**src/rtl/div_pkg.sv**
```systemverilog
// div_pkg: shared states, counter sizing and divide-by-zero constant for restoring_div_nxn.
package div_pkg;

    typedef enum logic [1:0] {IDLE, CALC, DONE} state_t;

    localparam int N_DEF = 16;
    localparam int CNT_W = $clog2(N_DEF + 1);
    localparam logic [63:0] DIV_ZERO_Q = '1;

    function automatic int cnt_w(input int n);
        return $clog2(n + 1);
    endfunction

endpackage

```
**src/rtl/div_step.sv**
```systemverilog
// div_step: one restoring iteration; shifts the next dividend bit into the partial remainder
// and subtracts the divisor when it fits.
module div_step import div_pkg::*; #(
    parameter int n = N_DEF
) (
    input  logic [n-1:0] pr_i,
    input  logic         bit_i,
    input  logic [n-1:0] dvs_i,
    output logic [n-1:0] pr_o,
    output logic         q_o
);

    logic [n:0] sh;
    logic [n:0] t;

    // Kept at n+1 bits so a partial remainder above 2^(n-1) does not lose its carry-out.
    assign sh   = {pr_i, bit_i};
    assign t    = sh - {1'b0, dvs_i};
    assign q_o  = ~t[n];
    assign pr_o = q_o ? t[n-1:0] : sh[n-1:0];

endmodule

```
**src/rtl/restoring_div_nxn.sv**
```systemverilog
// restoring_div_nxn: sequential shift-subtract divider, one quotient bit per clock, MSB first.
// Define SIGNED_DIV_EN for two's-complement operands (truncating toward zero).
module restoring_div_nxn import div_pkg::*; #(
    parameter int n = N_DEF
) (
    input  logic         clk_i,
    input  logic         rst_i,
    input  logic         start_i,
    input  logic [n-1:0] data0_i,
    input  logic [n-1:0] data1_i,
    output logic [n-1:0] q_o,
    output logic [n-1:0] r_o,
    output logic         busy_o,
    output logic         fl_o,
    output logic         dz_o
);

    localparam int CW = cnt_w(n);

    state_t         state_q, state_d;
    logic [2*n-1:0] acc_q, acc_d;
    logic [n-1:0]   dvs_q, dvs_d;
    logic [n-1:0]   q_q, q_d;
    logic [n-1:0]   r_q, r_d;
    logic [CW-1:0]  cnt_q, cnt_d;
    logic           fl_q, fl_d;
    logic           dz_q, dz_d;
    logic [n-1:0]   a_mag, d_mag;
    logic [n-1:0]   pr_nx, q_fin, r_fin;
    logic           qb;
    logic [2*n-1:0] acc_nx;

    div_step #(.n(n)) u_step (
        .pr_i  (acc_q[2*n-1:n]),
        .bit_i (acc_q[n-1]),
        .dvs_i (dvs_q),
        .pr_o  (pr_nx),
        .q_o   (qb)
    );

    assign acc_nx = {pr_nx, acc_q[n-2:0], qb};

`ifdef SIGNED_DIV_EN
    logic qneg_q, qneg_d;
    logic rneg_q, rneg_d;

    assign a_mag = data0_i[n-1] ? -data0_i : data0_i;
    assign d_mag = data1_i[n-1] ? -data1_i : data1_i;
    // Sign fix-up rides on the final step so DONE entry keeps the unsigned latency.
    assign q_fin = qneg_q ? -acc_nx[n-1:0] : acc_nx[n-1:0];
    assign r_fin = rneg_q ? -acc_nx[2*n-1:n] : acc_nx[2*n-1:n];

    always_ff @(posedge clk_i or posedge rst_i) begin
        if (rst_i) begin
            qneg_q <= 1'b0;
            rneg_q <= 1'b0;
        end else begin
            qneg_q <= qneg_d;
            rneg_q <= rneg_d;
        end
    end

    always_comb begin
        qneg_d = qneg_q;
        rneg_d = rneg_q;
        if (state_q != CALC && start_i) begin
            qneg_d = data0_i[n-1] ^ data1_i[n-1];
            rneg_d = data0_i[n-1];
        end
    end
`else
    assign a_mag = data0_i;
    assign d_mag = data1_i;
    assign q_fin = acc_nx[n-1:0];
    assign r_fin = acc_nx[2*n-1:n];
`endif

    always_ff @(posedge clk_i or posedge rst_i) begin
        if (rst_i) begin
            state_q <= IDLE;
            acc_q   <= '0;
            dvs_q   <= '0;
            q_q     <= '0;
            r_q     <= '0;
            cnt_q   <= '0;
            fl_q    <= 1'b0;
            dz_q    <= 1'b0;
        end else begin
            state_q <= state_d;
            acc_q   <= acc_d;
            dvs_q   <= dvs_d;
            q_q     <= q_d;
            r_q     <= r_d;
            cnt_q   <= cnt_d;
            fl_q    <= fl_d;
            dz_q    <= dz_d;
        end
    end

    always_comb begin
        state_d = state_q;
        acc_d   = acc_q;
        dvs_d   = dvs_q;
        q_d     = q_q;
        r_d     = r_q;
        cnt_d   = cnt_q;
        fl_d    = fl_q;
        dz_d    = dz_q;
        if (state_q != CALC && start_i) begin
            fl_d = 1'b0;
            dz_d = 1'b0;
            if (data1_i == '0) begin
                state_d = DONE;
                q_d     = DIV_ZERO_Q[n-1:0];
                r_d     = data0_i;
                fl_d    = 1'b1;
                dz_d    = 1'b1;
            end else begin
                state_d = CALC;
                dvs_d   = d_mag;
                acc_d   = {{n{1'b0}}, a_mag};
                cnt_d   = CW'(n);
            end
        end else if (state_q == CALC) begin
            acc_d = acc_nx;
            cnt_d = cnt_q - 1'b1;
            if (cnt_q == CW'(1)) begin
                state_d = DONE;
                q_d     = q_fin;
                r_d     = r_fin;
                fl_d    = 1'b1;
            end
        end
    end

    assign q_o    = q_q;
    assign r_o    = r_q;
    assign busy_o = (state_q == CALC);
    assign fl_o   = fl_q;
    assign dz_o   = dz_q;

endmodule

```
**config.mk**
```make
export PLATFORM = sky130hd
export DESIGN_NAME = restoring_div_nxn
export DESIGN_NICKNAME = d
export VERILOG_FILES = /design/src/rtl/div_pkg.sv /design/src/rtl/div_step.sv /design/src/rtl/restoring_div_nxn.sv
export SDC_FILE = /design/constraint.sdc
export NUM_CORES = 1
export LEC_CHECK = 0
export ABC_AREA = 1
export ABC_CLOCK_PERIOD_IN_PS = 3250
export CORE_AREA = 10 10 116 118
export CTS_CLUSTER_DIAMETER = 30
export DETAILED_ROUTE_END_ITERATION = 10
export DIE_AREA = 0 0 126 128
export PLACE_DENSITY = 0.72
export SETUP_SLACK_MARGIN = 0.05
export SLEW_MARGIN = 30
export SYNTH_ARGS = -nofsm -noshare
export SYNTH_HDL_FRONTEND = slang
export SYNTH_SLANG_ARGS = --single-unit
```
**constraint.sdc**
```tcl
create_clock -name clk_i -period 3.25 [get_ports clk_i]
set_input_delay 0.65 -clock clk_i [delete_from_list [all_inputs] [get_ports clk_i]]
set_output_delay 0.65 -clock clk_i [all_outputs]
set_load 0.02 [all_outputs]
```
==> flow_metrics.tcl, run 1 <==
set metrics [dict create \
    p_leak_nw 3.31 \
    postSynthCellCount 727 \
    dieHeight_microns 128 \
    grt_pass1_vias 4604 \
    setup_viol 0 \
    fin_ws_ns 0.774 \
    start_util_pct 48.3 \
    drive_gt1_share_pct 9.62 \
    hold_viol_final 0 \
    wirelength_microns 13600 \
    max_freq_mhz 404 \
    drc 0 \
    dp_hpwl_microns 10200 \
    grt_max_degree 63 \
    synth_cell_type_count 35 \
    final_cell_mix "nand2_1 (219), inv_1 (118), dfrtp_1 (88)" \
    maxSlewHeadroom_pct 46.4 \
    holdCritPathClass "flip-flop to flip-flop" \
    ant_nets 0 \
    cts_buffer_depth 2 \
    crit_fanout 17 \
    syn_nets 781 \
    clock-root-buffer "clkbuf_16" \
    power_w 0.00676 \
    dieArea_sq_mm 0.0161 \
    rsz0062_at_grt "no" \
    timing.hold.ws_ns 0.487 \
    gp_congestion 0.918 \
    status "completed" \
    cts_tree "built" \
    vdd_drop_max_mv 0.524 \
    fin_setup_tns_ns 0 \
    nNetsFinal 839 \
    row_count 39 \
    grt_usage_pct 17.1 \
    cts_inserted_buffers 9 \
    cts_max_level 3 \
    grt_pass1_wl_microns 22800 \
    reg2reg_depth 15 \
    drv_slew 0 \
    cts_resized 0 \
    crit_arrival_ns 2.77 \
    period_share_pct 76.2 \
    skew_ns 0.00899 \
    avgRoutedWirePerCell_microns 14.6 \
    crit_chain "inv_1 -> ha_1 -> inv_1 -> fa_1 -> nand2_1 -> nand2_1 -> nand3_2 -> nand2_2 -> nand2_2 -> nand3_1 -> nand2_4 -> nand3_1 -> nand3_1 -> nand2_1 -> inv_1" \
    dr.pass1.iters 5 \
    coreArea_sq_mm 0.0112 \
    portBuffers 69 \
    hold_path_depth 2 \
    synth_seq_area_share_pct 40.6 \
    cp_slowest_cell "fa_1" \
    tightestPinTransition_ns 0.803 \
    vias 4731 \
    ioPinCount 70 \
    critical_path_required_ns 3.54 \
    clk_latency_ns 0.36 \
    post_cts_buffers 0 \
    fillers 1092 \
    syn2layout_area_growth_pct 18.5 \
    synth-edff-count 0 \
    startpoint_type "flip-flop" \
    path_class "flip-flop to flip-flop" \
    die_w_microns 126 \
    final_common_cell "nand2_1" \
    ys.flop_type "dfrtp_1" \
    yosysWarningCount 0 \
    cap_violations 0 \
    routed_via_density 5.07 \
    antenna_cells 0 \
    cp.depth 15 \
    critPathTopFamily "simple AND/OR/NAND/NOR gates" \
    critPathBufInv 3 \
    dr.first_iter.drc_count 438 \
    clk_pin_slew_ns 0.07 \
    ctsHoldBuffers 0 \
    ys_ff_latch 88 \
    finalCriticalPeriod_ns 2.48 \
    antenna_found_initial 0 \
    grt_overflow 0 \
    async_reset_ff_share_pct 100 \
    max_stage_delay_ns 0.42 \
    synth_area_sq_mm 0.00542 \
    power_density_mw_per_mm2 1050 \
    place_ws_ns 0.415 \
    syn_area_per_cell_sq_um 7.45 \
    end_kind "flip-flop" \
    cts.sinks 88 \
]
[worst paths after layout]
| check | from | to | slack (ns) |
|---|---|---|---|
| worst max-delay path | acc_q[15] | r_o[5] | 0.77 |
| worst min-delay path | dvs_q[2] | dvs_q[2] | 0.49 |
| worst max register to register | acc_q[15] | r_o[5] | 0.77 |
| worst min register to register | dvs_q[2] | dvs_q[2] | 0.49 |
| max in group asynchronous | rst_i | r_o[13] | 1.94 |
| min in group asynchronous | rst_i | state_q[1] | 0.62 |
[metal layers]
layer	global-route usage (%)	part of all wire [%]
met1	22.5	47
met4	7.10	2.0
met5	0	0
met3	3.31	5.0
met2	26.9	46
[kinds of logic (layout without fill, tap and decap cells)]
family,count (synthesis),count (layout),share of synthesized area (%)
flip-flops,88,88,40.6
adder cells (fa/ha/maj),19,19,4.53
buffers and inverters,151,214,12.5
XOR/XNOR,8,8,1.29
AND/OR/NAND/NOR,368,368,32.1
AO/OA/AOI/OAI,93,93,8.96
[sequential cells by signal, summed over array words and instances (netlist names)]
register	flops
acc_q	32
dvs_q	16
q_o	16
r_o	16
cnt_q	5
state_q	2
dz_o	1
[synthesized netlist by cell type, types with 6 or more instances]
master      n  area share (%)
ha_1       18             4.2
or2_0      12             1.4
buf_6       6             1.2
nand2_2    11             1.3
a21oi_1    38             3.5
o21ai_0    46             4.2
nand4_1     8            0.92
nand3_2    22             4.1
nand2_1   219              15
clkbuf_1    7            0.48
nor2_1     33             2.3
nand3_1    44             4.1
dfrtp_1    88              41
xor2_1      7             1.1
buf_2       6            0.55
inv_2       6            0.42
inv_1     119             8.2
[where the power goes]
| part | switching (W) | leakage (nW) | internal, W | total [W] |
|---|---|---|---|---|
| clock | 0.000514 | 0.146 | 0.000542 | 0.00106 |
| sequential | 0.000264 | 1.04 | 0.00155 | 0.00181 |
| combinational | 0.00250 | 2.12 | 0.00139 | 0.00389 |
| total | 0.00327 | 3.31 | 0.00348 | 0.00676 |
[stage by stage]
step           std cells  cell area, sq um  utilization, %
2_1_floorplan        727              5420               -
3_3_place_gp         917              6120            54.6
3_5_place_dp         917              6120            54.6
4_1_cts              933              6420            57.2
5_1_grt              933              6420            57.2
6_report             933              6420            57.2
[worst reg2reg max path, delay by kind of cell (launching register included)]
family / cells / cell delay, ns
buffers and inverters: 3 / 0.22
and+or+nand+nor: 10 / 1.24
adders and majority gates: 2 / 0.56
DFF: 1 / 0.39
[layout make-up]
class	count	area (sq um)	area share, %
timing repair buffer	73	733	11.4
clock buffer	9	225	3.51
tap	143	179	2.79
inverter	125	470	7.33
multi-input combinational	488	2540	39.5
clock inverter	7	71.3	1.11
sequential	88	2200	34.3
Note: power is estimated with default switching activity, not from simulation.
==> run 2, diff against run 1 <==
--- a/config.mk
+++ b/config.mk
@@ -6,7 +6,7 @@
 export NUM_CORES = 1
 export LEC_CHECK = 0
 export ABC_AREA = 1
-export ABC_CLOCK_PERIOD_IN_PS = 3250
+export ABC_CLOCK_PERIOD_IN_PS = 2500
 export CORE_AREA = 10 10 116 118
 export CTS_CLUSTER_DIAMETER = 30
 export DETAILED_ROUTE_END_ITERATION = 10
==> constraint.sdc (replaced) <==
create_clock -name clk_i -period 2.5 [get_ports clk_i]
set_input_delay 0.5 -clock clk_i [delete_from_list [all_inputs] [get_ports clk_i]]
set_output_delay 0.5 -clock clk_i [all_outputs]
set_load 0.02 [all_outputs]
==> run 2 against run 1 <==
  * Sequential cell count stayed put
  * Non-clock buffer count is 9 higher
  * Clock power is 25% higher
  * Clock skew hardly changed
  * Core utilization is 1.3 points higher
  * First-iteration DRC count is 11% lower
  * Critical path depth is 2 higher
  * Maximum frequency is 7.4% higher
  * Critical endpoint is now r_o[15]
  * Highest routed layer unchanged
==> flow_metrics.tcl, run 2 (synthesized netlist as in run 1, its figures left out) <==
set metrics [dict create \
    drive_gt1_share_pct 11.5 \
    die_w_microns 126 \
    drc 0 \
    max_freq_mhz 434 \
    path_class "flip-flop to flip-flop" \
    design_area_sq_mm 0.00657 \
    vdd_drop_max_mv 0.640 \
    cts_max_level 3 \
    clk_latency_ns 0.34 \
    rsz0062_at_grt "no" \
    cts_buffer_depth 2 \
    gp_congestion 0.874 \
    holdCritPathClass "flip-flop to flip-flop" \
    ioPinCount 70 \
    portBuffers 69 \
    start_util_pct 48.3 \
    ant_nets 0 \
    startpoint_type "flip-flop" \
    crit_fanout 8 \
    cp_slowest_cell "dfrtp_1" \
    avgRoutedWirePerCell_microns 14.4 \
    grt_overflow 0 \
    coreArea_sq_mm 0.0112 \
    status "completed" \
    wirelength_microns 13600 \
    period_share_pct 92.2 \
    power_density_mw_per_mm2 1380 \
    tightestPinTransition_ns 0.523 \
    max_stage_delay_ns 0.38 \
    drv_slew 0 \
    dieHeight_microns 128 \
    nNetsFinal 851 \
    grt_pass1_vias 4630 \
    p_leak_nw 3.39 \
    routed_via_density 4.99 \
    final_cell_mix "nand2_1 (218), inv_1 (118), dfrtp_1 (88)" \
    row_count 39 \
    antenna_found_initial 0 \
    cts_tree "built" \
    cts.sinks 88 \
    place_area_sq_mm 0.00619 \
    vias 4714 \
    cts_inserted_buffers 9 \
    finalCriticalPeriod_ns 2.31 \
    fin_setup_tns_ns 0 \
    syn2layout_area_growth_pct 21.2 \
    crit_arrival_ns 2.55 \
    largest_reg_flops 32 \
    dieArea_sq_mm 0.0161 \
    dr.first_iter.drc_count 389 \
    crit_chain "inv_1 -> ha_1 -> inv_1 -> fa_2 -> nand2_1 -> nand2_2 -> nand3_2 -> nand2_2 -> nand2_4 -> nand2_2 -> nand2_4 -> nand2_4 -> buf_4 -> nand3_2 -> nand3_1 -> nand2_1 -> inv_1" \
    setup_viol 0 \
    cap_violations 0 \
    regArea_sq_mm 0.00220 \
    dp_hpwl_microns 10100 \
    final_common_cell "nand2_1" \
    dr.pass1.iters 5 \
    end_kind "flip-flop" \
    grt_pass1_wl_microns 22200 \
    ctsHoldBuffers 0 \
    maxSlewHeadroom_pct 65.1 \
    clk_pin_slew_ns 0.07 \
    hold_viol_final 0 \
    grt_usage_pct 16.5 \
    grt_max_degree 89 \
    skew_ns 0.00875 \
    clock-root-buffer "clkbuf_16" \
    multi_input_area_sq_mm 0.00260 \
    critical_path_required_ns 2.74 \
    fillers 1031 \
    regMostFlops "acc_q" \
    antenna_cells 0 \
]
==> run 2: metrics by stage <==
step	instances	total power (W)	hold slack [ns]	setup WS [ns]	utilization, %
CTS	938	0.00885	0.490	0.124	57.7
global placement	922	0.00736	0.468	0.196	55.1
finish	945	0.00907	0.487	0.194	58.5
detailed placement	922	0.00749	0.474	0.139	55.1
global route	945	0.00987	0.498	0.0281	58.5
floorplan	727	0.00621	0.451	0.451	-
==> run 2: layer usage <==
| metal | global-route usage, % | up-vias | wire (microns) |
|---|---|---|---|
| met3 | 2.07 | 14 | 484 |
| met4 | 5.76 | 0 | 207 |
| met2 | 27.1 | 111 | 6330 |
| met5 | 0 | - | 0 |
| li1 | - | 2400 | - |
| met1 | 22.1 | 2189 | 6630 |
==> run 2: critical path, delay by kind of cell (launching register included) <==
kind / cells / cell delay [ns]
buffers and inverters: 4 / 0.34
flip-flops: 1 / 0.38
adder cells (fa/ha/maj): 2 / 0.50
AND/OR/NAND/NOR: 11 / 1.00
==> run 2: area by class of cell <==
class	instances	share of cell area [%]
clock inverter	6	0.781
multi-input combinational	491	39.6
timing repair buffer	82	12.6
tap	143	2.72
inverter	125	7.20
clock buffer	10	3.64
sequential	88	33.5
==> run 2: worst paths after layout <==
kind	startpoint	end	slack, ns	cells past startpoint
setup / recovery	acc_q[15]	r_o[15]	0.19	17
hold / removal	cnt_q[4]	cnt_q[4]	0.49	2
setup reg to reg	acc_q[15]	r_o[15]	0.19	17
hold reg to reg	cnt_q[4]	cnt_q[4]	0.49	2
max in group asynchronous	rst_i	r_o[11]	1.51	3
min in group asynchronous	rst_i	r_o[0]	0.63	3
==> run 2: repair_timing <==
item,CTS,global route
setup endpoints to repair,0,33
setup buffers,0,4
resized for setup,0,9
==> run 2: power by group <==
| part | total [W] | internal [W] | switching (W) | leakage [nW] |
|---|---|---|---|---|
| combinational | 0.00538 | 0.00199 | 0.00339 | 2.22 |
| sequential | 0.00236 | 0.00202 | 0.000339 | 1.04 |
| clock | 0.00133 | 0.000714 | 0.000618 | 0.133 |
| total | 0.00907 | 0.00472 | 0.00435 | 3.39 |
==> run 3, diff against run 2 <==
--- a/config.mk
+++ b/config.mk
@@ -7,11 +7,11 @@
 export LEC_CHECK = 0
 export ABC_AREA = 1
 export ABC_CLOCK_PERIOD_IN_PS = 2500
-export CORE_AREA = 10 10 116 118
+export CORE_AREA = 10 10 110 112
 export CTS_CLUSTER_DIAMETER = 30
 export DETAILED_ROUTE_END_ITERATION = 10
-export DIE_AREA = 0 0 126 128
-export PLACE_DENSITY = 0.72
+export DIE_AREA = 0 0 120 122
+export PLACE_DENSITY = 0.79
 export SETUP_SLACK_MARGIN = 0.05
 export SLEW_MARGIN = 30
 export SYNTH_ARGS = -nofsm -noshare
==> run 3 against run 2 <==
  * Critical path type unchanged
  * Total power down 4.8%
  * Setup slack worse by 0.019 ns
  * Core utilization up 5.4 points
  * Maximum frequency down 0.82%
  * Cell count down 0.95%
  * Largest power group unchanged
==> flow_metrics.tcl, run 3 (synthesized netlist as in run 1, its figures left out) <==
set metrics [dict create \
    wirelength_microns 13300 \
    tightestPinTransition_ns 0.738 \
    status "completed" \
    cts_max_level 3 \
    regArea_sq_mm 0.00220 \
    holdCritPathClass "primary input to asynchronous set/reset pin" \
    row_count 37 \
    final_common_cell "nand2_1" \
    end_kind "flip-flop" \
    vdd_drop_max_mv 0.661 \
    period_share_pct 93.0 \
    power_density_mw_per_mm2 1340 \
    fillers 904 \
    dr.first_iter.drc_count 398 \
    maxSlewHeadroom_pct 50.7 \
    grt_max_degree 53 \
    final_cell_mix "nand2_1 (219), inv_1 (118), dfrtp_1 (88)" \
    antenna_found_initial 0 \
    hold_viol_final 0 \
    cap_violations 0 \
    drc 0 \
    critPathTopFamily "simple AND/OR/NAND/NOR gates" \
    clk_latency_ns 0.37 \
    clk_pin_slew_ns 0.09 \
    syn2layout_area_growth_pct 18.5 \
    cpMostUsedCell "nand2_1" \
    grt_overflow 0 \
    cts_buffer_depth 2 \
    critical_path_required_ns 2.81 \
    dieHeight_microns 122 \
    critPathBufInv 3 \
    dp_hpwl_microns 10100 \
    r2r-start "acc_q[15]" \
    regMostFlops "acc_q" \
    rsz0062_at_grt "yes" \
    clock-root-buffer "clkbuf_8" \
    startpoint_type "flip-flop" \
    routed_via_density 5.06 \
    max_freq_mhz 430 \
    regToRegSetupSlack_ns 0.17 \
    cts_inserted_buffers 9 \
    drive_gt1_share_pct 10.6 \
    nNetsFinal 849 \
    crit_arrival_ns 2.63 \
    dieArea_sq_mm 0.0146 \
    crit_chain "inv_1 -> ha_1 -> inv_1 -> fa_2 -> nand2_1 -> nand2_1 -> nand3_2 -> nand2_2 -> nand2_2 -> nand3_1 -> nand2_8 -> buf_12 -> nand3_1 -> nand2_1 -> nand2_1 -> nand2_1" \
    start_util_pct 53.9 \
    skew_ns 0.0106 \
    grt_pass1_vias 4582 \
    finalCriticalPeriod_ns 2.33 \
    dr.pass1.iters 6 \
    die_w_microns 120 \
    max_stage_delay_ns 0.39 \
    cp_slowest_cell "dfrtp_1" \
    crit_fanout 13 \
    fin_setup_tns_ns 0 \
    p_leak_nw 3.32 \
    antenna_cells 0 \
    ioPinCount 70 \
    multi_input_area_sq_mm 0.00257 \
    r2r_end "acc_q[16]" \
    cts_tree "built" \
    setup_viol 0 \
    final_cells 936 \
    ant_nets 0 \
    path_class "flip-flop to flip-flop" \
    place_inst 915 \
    gp_congestion 0.857 \
    coreArea_sq_mm 0.0100 \
    vias 4732 \
    grt_pass1_wl_microns 21900 \
    avgRoutedWirePerCell_microns 14.2 \
    portBuffers 69 \
    drv_slew 0 \
    cts.sinks 88 \
    ctsHoldBuffers 0 \
    reg2reg_depth 16 \
    grt_usage_pct 18.3 \
    largest_reg_flops 32 \
]
run 3: metal layers:
metal	track usage [%]	part of all wire, %	vias up
met1	23.5	46	2177
met5	0	0	-
met2	30.5	47	147
met4	6.18	2.0	0
li1	-	-	2390
met3	3.28	4.9	18
run 3: layout make-up:
type,count,share of cell area (%)
multi-input combinational,490,40.0
tap,136,2.65
inverter,125,7.36
clock inverter,2,0.584
timing repair buffer,81,12.5
clock buffer,14,2.53
sequential,88,34.3
run 3: per-stage QoR:
| step | power (W) | utilization, % | hold WS (ns) | setup slack [ns] | area [sq um] |
|---|---|---|---|---|---|
| final | 0.00864 | 63.9 | 0.474 | 0.175 | 6420 |
| after global routing | 0.00943 | 63.9 | 0.490 | 0.0215 | 6420 |
| after CTS | 0.00847 | 63.3 | 0.474 | 0.166 | 6350 |
| after detailed placement | 0.00743 | 61.3 | 0.473 | 0.124 | 6150 |
| after global placement | 0.00729 | 61.3 | 0.467 | 0.206 | 6150 |
| after floorplan | 0.00621 | - | 0.451 | 0.451 | 5420 |
run 3: worst register-to-register path, stage by stage, from the launching register on:
cell,delay (ns)
dfrtp_1,0.39
inv_1,0.07
ha_1,0.14
inv_1,0.08
fa_2,0.36
nand2_1,0.09
nand2_1,0.09
nand3_2,0.09
nand2_2,0.07
nand2_2,0.09
nand3_1,0.18
nand2_8,0.18
buf_12,0.13
nand3_1,0.08
nand2_1,0.09
nand2_1,0.04
nand2_1,0.08
run 3: where the power goes:
part           switching (W)  total (W)  internal, W
clock network       0.000502    0.00102     0.000519
registers           0.000325    0.00234      0.00201
logic                0.00333    0.00528      0.00195
total                0.00416    0.00864      0.00448
run 3: worst max-delay path by stage:
stage / from / endpoint / cells after the start
2_1_floorplan: acc_q[15] / r_o[15] / 17
3_3_place_gp: data1_i[14] / acc_q[15] / 10
3_5_place_dp: data1_i[14] / acc_q[11] / 10
4_1_cts: acc_q[15] / acc_q[25] / 15
5_1_grt: acc_q[15] / acc_q[16] / 16
6_report: acc_q[15] / acc_q[16] / 16
run 3: repair_timing:
item,in CTS,in global routing
buffers inserted,0,3
gates resized for setup,0,4
endpoints found under the setup margin,0,27
